$ cat config.mk
export PLATFORM = sky130hd
export DESIGN_NAME = twofish_mds_mul_flat
export DESIGN_NICKNAME = d
export VERILOG_FILES = /design/src/rtl/twofish_mds_mul_if.sv /design/src/rtl/twofish_mds_mul.sv /design/src/flat_wrapper.sv
export SDC_FILE = /design/constraint.sdc
export NUM_CORES = 1
export LEC_CHECK = 0
export CELL_PAD_IN_SITES_DETAIL_PLACEMENT = 0
export CELL_PAD_IN_SITES_GLOBAL_PLACEMENT = 1
export CORE_MARGIN = 2
export CORE_UTILIZATION = 45
export DETAILED_ROUTE_END_ITERATION = 16
export DONT_BUFFER_PORTS = 1
export PLACE_DENSITY_LB_ADDON = 0.1
export SYNTH_ARGS = -nofsm -noshare
export SYNTH_HDL_FRONTEND = slang
export SYNTH_SLANG_ARGS = --single-unit
$ cat constraint.sdc
create_clock -name clk -period 3.2 [get_ports clk]
set_clock_uncertainty 0.2 [all_clocks]
set_input_delay 0.96 -clock clk [delete_from_list [all_inputs] [get_ports clk]]
set_output_delay 0.96 -clock clk [all_outputs]
set_load 0.005 [all_outputs]
$ cat src/rtl/twofish_mds_mul_if.sv
// Operand/result handshake bundle for the Twofish MDS multiplier.
// The master drives operands and accepts results; the slave is the multiplier.
interface twofish_mds_mul_if;
  logic        in_valid;
  logic        in_ready;
  logic [31:0] in_y;
  logic        out_valid;
  logic        out_ready;
  logic [31:0] out_z;

  modport master (output in_valid, in_y, out_ready,
                  input  in_ready, out_valid, out_z);
  modport slave  (input  in_valid, in_y, out_ready,
                  output in_ready, out_valid, out_z);
endinterface

$ cat src/rtl/twofish_mds_mul.sv
// Twofish MDS multiply over GF(2^8)/0x169. By default it evaluates one matrix row per cycle.
// With MDS_PARALLEL_EN defined, all four rows are evaluated in a single compute cycle.
module twofish_mds_mul #(
  parameter logic [7:0] POLY_LO = 8'h69
) (
  input  logic             clk,
  input  logic             rst,
  twofish_mds_mul_if.slave bus
);

  typedef enum logic [1:0] {S_IDLE, S_BUSY, S_DONE} state_t;

  state_t           r_state;
  logic [3:0][7:0]  r_opnd;
  logic             r_out_valid;
  logic [31:0]      r_out_z;
  logic [3:0][7:0]  w_p5b, w_pef;

  function automatic logic [7:0] xt(input logic [7:0] a);
    return {a[6:0], 1'b0} ^ (a[7] ? POLY_LO : 8'h00);
  endfunction

  // Both constants are built from one doubling chain of the operand byte.
  function automatic logic [1:0][7:0] mul_5b_ef(input logic [7:0] a);
    logic [7:0] a2, a4, a8, a16, a32, a64, a128;
    a2   = xt(a);
    a4   = xt(a2);
    a8   = xt(a4);
    a16  = xt(a8);
    a32  = xt(a16);
    a64  = xt(a32);
    a128 = xt(a64);
    return {a ^ a2 ^ a4 ^ a8 ^ a32 ^ a64 ^ a128,
            a ^ a2 ^ a8 ^ a16 ^ a64};
  endfunction

  // Coefficient code per column: 0 -> 01, 1 -> 5B, 2 -> EF.
  function automatic logic [3:0][1:0] row_codes(input logic [1:0] r);
    case (r)
      2'd0:    return 8'b01_01_10_00;
      2'd1:    return 8'b00_10_10_01;
      2'd2:    return 8'b10_00_01_10;
      default: return 8'b01_10_00_10;
    endcase
  endfunction

  function automatic logic [7:0] row_z(input logic [1:0] r, input logic [3:0][7:0] y,
                                      input logic [3:0][7:0] p5, input logic [3:0][7:0] pe);
    logic [3:0][1:0] c;
    logic [7:0]      acc;
    c   = row_codes(r);
    acc = 8'h00;
    for (int j = 0; j < 4; j++) begin
      case (c[j])
        2'd0:    acc = acc ^ y[j];
        2'd1:    acc = acc ^ p5[j];
        default: acc = acc ^ pe[j];
      endcase
    end
    return acc;
  endfunction

  for (genvar j = 0; j < 4; j++) begin : g_col
    assign {w_pef[j], w_p5b[j]} = mul_5b_ef(r_opnd[j]);
  end

`ifdef MDS_PARALLEL_EN
  logic [3:0][7:0] w_zall;

  for (genvar i = 0; i < 4; i++) begin : g_row
    assign w_zall[i] = row_z(2'(i), r_opnd, w_p5b, w_pef);
  end

  always_ff @(posedge clk) begin
    if (rst) begin
      r_state     <= S_IDLE;
      r_opnd      <= '0;
      r_out_valid <= 1'b0;
      r_out_z     <= 32'h0;
    end else begin
      case (r_state)
        S_IDLE: if (bus.in_valid) begin
          r_opnd  <= bus.in_y;
          r_state <= S_BUSY;
        end
        // Single compute cycle: all rows land in the output register at once.
        S_BUSY: begin
          r_out_z     <= w_zall;
          r_out_valid <= 1'b1;
          r_state     <= S_DONE;
        end
        S_DONE: if (bus.out_ready) begin
          r_out_valid <= 1'b0;
          r_state     <= S_IDLE;
        end
        default: r_state <= S_IDLE;
      endcase
    end
  end
`else
  logic [1:0]      r_row;
  logic [3:0][7:0] r_res;
  logic [7:0]      w_zr;

  assign w_zr = row_z(r_row, r_opnd, w_p5b, w_pef);

  always_ff @(posedge clk) begin
    if (rst) begin
      r_state     <= S_IDLE;
      r_row       <= 2'd0;
      r_opnd      <= '0;
      r_res       <= '0;
      r_out_valid <= 1'b0;
      r_out_z     <= 32'h0;
    end else begin
      case (r_state)
        S_IDLE: if (bus.in_valid) begin
          r_opnd  <= bus.in_y;
          r_row   <= 2'd0;
          r_state <= S_BUSY;
        end
        S_BUSY: begin
          r_res[r_row] <= w_zr;
          r_row        <= r_row + 2'd1;
          // Last row bypasses r_res so the full word reaches out_z on DONE entry.
          if (r_row == 2'd3) begin
            r_out_z     <= {w_zr, r_res[2], r_res[1], r_res[0]};
            r_out_valid <= 1'b1;
            r_state     <= S_DONE;
          end
        end
        S_DONE: if (bus.out_ready) begin
          r_out_valid <= 1'b0;
          r_state     <= S_IDLE;
        end
        default: r_state <= S_IDLE;
      endcase
    end
  end
`endif

  assign bus.in_ready  = (r_state == S_IDLE) && !rst;
  assign bus.out_valid = r_out_valid;
  assign bus.out_z     = r_out_z;

endmodule

$ cat src/flat_wrapper.sv
// flat-port wrapper written by rule: the top's interface ports become plain ports
module twofish_mds_mul_flat 
#(
  parameter logic [7:0] POLY_LO = 8'h69
)
  (clk, rst, bus_in_valid, bus_in_y, bus_out_ready, bus_in_ready, bus_out_valid, bus_out_z);
  twofish_mds_mul_if bus_i ();
  input  logic clk;
  input  logic rst;
  input wire logic [$bits(bus_i.in_valid)-1:0] bus_in_valid;
  input wire logic [$bits(bus_i.in_y)-1:0] bus_in_y;
  input wire logic [$bits(bus_i.out_ready)-1:0] bus_out_ready;
  output wire logic [$bits(bus_i.in_ready)-1:0] bus_in_ready;
  output wire logic [$bits(bus_i.out_valid)-1:0] bus_out_valid;
  output wire logic [$bits(bus_i.out_z)-1:0] bus_out_z;
  assign bus_i.in_valid = bus_in_valid;
  assign bus_i.in_y = bus_in_y;
  assign bus_i.out_ready = bus_out_ready;
  assign bus_in_ready = bus_i.in_ready;
  assign bus_out_valid = bus_i.out_valid;
  assign bus_out_z = bus_i.out_z;
  twofish_mds_mul #(.POLY_LO(POLY_LO)) u_core (.clk(clk), .rst(rst), .bus(bus_i));
endmodule
==> results by group <==
Setup path
  – R2R Setup Slk: 320 ps
  – CP Max Fanout: 22
  – Setup crit end kind: flip-flop
  – CP required: 3220 ps
  – Worst EP arrival: 2910 ps
  – WS Path Type: reg2reg
  – Element type at the critical path start: flip-flop

Floorplan
  – Core area: 12000 um2
  – Site row count: 40
  – IO Count: 70
  – Die height: 115 um
  – Die area: 13200 um2
  – Initial core utilization: 46.1%
  – Die Wd: 115 um

Clocking
  – Sink Count: 93
  – Clock Tree Buf Depth: 2
  – CTS tree: done
  – Num CTS Buffers: 9
  – # H-tree levels: 3
  – Reg clk slew, reported paths: 70 ps
  – Root Buffer Master: clkbuf_16
  – Clk Latency, worst-skew pair: 350 ps
  – Post-CTS Setup Inserts: 0

Routing
  – Post-DRT Antenna Nets: 0
  – DR vias/cell: 5.53
  – Via count: 4675
  – Routed WL: 13400 um
  – Avg WL per Cell: 15.8 um
  – Pre-antenna DRT Iters: 5
  – DRT iter0 DRCs: 347
  – Residual DRC count: 0

Finish
  – Fin util: 48.9%
  – Commonest non-fill, non-tap cell in the layout: nand2_1
  – Area growth syn-to-layout: 6.15%
  – Nets: 736
  – Number of fill cells: 1226
  – Share of cells above drive strength 1: 4.86%
  – Most frequent cells in the layout: nand2_1, a21oi_1, dfxtp_1, nor2_1, xnor2_1
  – # diodes: 0

Synth
  – Synth cell types: 49
  – Synth top area share: 33.6%
  – Mapped Nets: 786
  – Sequential cell area fraction in the yosys report: 33.6%
  – Synthesized area per cell: 7.44 um2
  – Post-synth top area cell: dfxtp_1
  – Post-synth EDFFs: 0
  – #FFs+latches synth: 93
  – Syn Inst Count: 744
  – Total of warnings raised by yosys: 0
  – Main synth FF type: dfxtp_1
  – FFs w/ async S/R, synth: 0%
  – Top cells by area, synth: dfxtp_1, nand2_1, a21oi_1
  – Synthesized area: 5540 um2

Pwr
  – Leak: 2.16 nW
  – Worst ir drop on vdd: 0.000221 V
  – Power Density: 545 nW/um2

STA
  – Sum of negative setup slack: 0 ps
  – Max Clk Rate: 0.347 GHz
  – Period Utilization, post-route: 90.1%
  – Fin. max-slew vios: 0
  – Unrepaired setup endpoints after global routing: no
  – Period minus WS final: 2880 ps
  – Slew headroom: 59.6%
  – Worst Tran Pin Value: 605 ps
  – Setup-failing EPs final: 0
  – Fin. Hold Viols: 0

GRT
  – Initial antenna violation count: 0
  – Overflow after GRT: 0
  – Via count of the first global-routing pass: 4228
  – Largest net degree at the start of global routing: 99
  – Total GRT Usage: 21.0%
  – First-pass GRT wire length: 21700 um

Place
  – IO buf count: 0
  – Routability cong.: 0.828
  – Hpwl dp: 9600 um

Min path
  – Worst Hold Class: reg2reg

Status
  – Status: finished, final reports clean

Job
  – Max Cap Viol: 0
-- Yosys cell counts, drive strengths merged, types with 3 or more instances --
library cell,n
a211oi,15
nor3b,4
o221ai,6
o211a,5
o31ai,5
inv,13
clkbuf,54
and2,15
xor2,26
mux2i,12
xnor3,3
a21o,3
nor3,17
o21a,5
o21ai,21
o22ai,3
nand2b,9
buf,19
nor2,46
xnor2,43
ha,6
nand3b,7
nand2,157
dfxtp,93
nor2b,14
a21oi,100
o21bai,14
or3,3
a221oi,3
a31oi,5
-- per-layer routing --
| metal | part of all wire (%) | wire length [um] | vias up | global-route usage (%) |
|---|---|---|---|---|
| met5 | 0 | 0 | - | 0 |
| met4 | 2.0 | 263 | 0 | 7.87 |
| met3 | 4.2 | 565 | 19 | 3.11 |
| met2 | 48 | 6390 | 84 | 35.3 |
| met1 | 46 | 6190 | 2179 | 27.3 |
| li1 | - | - | 2393 | - |
-- state kept, by name (all words and copies together), names as in the netlist --
| signal | flops |
|---|---|
| u_core.r_opnd | 32 |
| u_core.r_res | 24 |
| u_core.r_row | 2 |
| u_core.r_state | 2 |
| u_core.bus.out_valid | 1 |
| u_core.bus.out_z | 32 |
-- metrics by stage --
stage          area [um2]  power, mW  setup WS [ps]  hold WS, ps  cells
4_1_cts              5860       3.22            157          253    846
3_3_place_gp         5530       2.01            200          238    830
6_report             5880       3.20            315          252    846
3_5_place_dp         5530       2.02            183          243    830
2_1_floorplan        5540       1.84            510          232    744
5_1_grt              5880       3.37           64.4          272    846
-- power by group --
part | internal, mW | total (mW) | switching, mW
Clock | 0.712 | 1.20 | 0.488
Sequential | 1.20 | 1.28 | 0.0787
Combinational | 0.318 | 0.720 | 0.402
-- final timing paths --
path	endpoint	startpoint	cells past startpoint
hold / removal	u_core.r_res[7]	u_core.r_res[7]	2
hold reg to reg	u_core.r_res[7]	u_core.r_res[7]	2
setup reg to reg	u_core.bus.out_z[26]	u_core.r_row[0]	11
setup / recovery	u_core.bus.out_z[26]	u_core.r_row[0]	11
-- critical path, cell delays in order, from the launching register on --
cell      delay, ps
dfxtp_1         360
inv_1           140
ha_1            160
buf_4           210
buf_4           280
or3b_2          460
o31ai_1          90
a211oi_1         80
nor2_1          220
xnor2_1         110
xnor2_1         320
a211oi_1        130
-- what timing repair did --
item / 4_1_cts / 5_1_grt
endpoints found under the setup margin: 0 / 11
hold buffers: 0 / 0
gates resized for setup: 0 / 3
-- logic make-up after synthesis --
kind of cell    after synthesis  synth area share, %
simple gates                279                 22.3
compound gates              194                 21.2
flops                        93                 33.6
buf+inv                      86                 6.19
xor+xnor                     73                 12.9
mux                          13                 2.37
fa+ha+maj                     6                 1.36
-- area by class of cell --
| cell class | instances | area [um2] | area share (%) |
|---|---|---|---|
| inverters | 13 | 48.8 | 0.830 |
| multi-input cells | 565 | 3350 | 57.0 |
| repair buffers | 12 | 103 | 1.75 |
| flip-flops and latches | 93 | 1860 | 31.7 |
| well taps | 147 | 184 | 3.13 |
| clock buffers | 10 | 239 | 4.07 |
| clock inverters | 6 | 91.3 | 1.55 |
(Power assumes the default switching activity.)
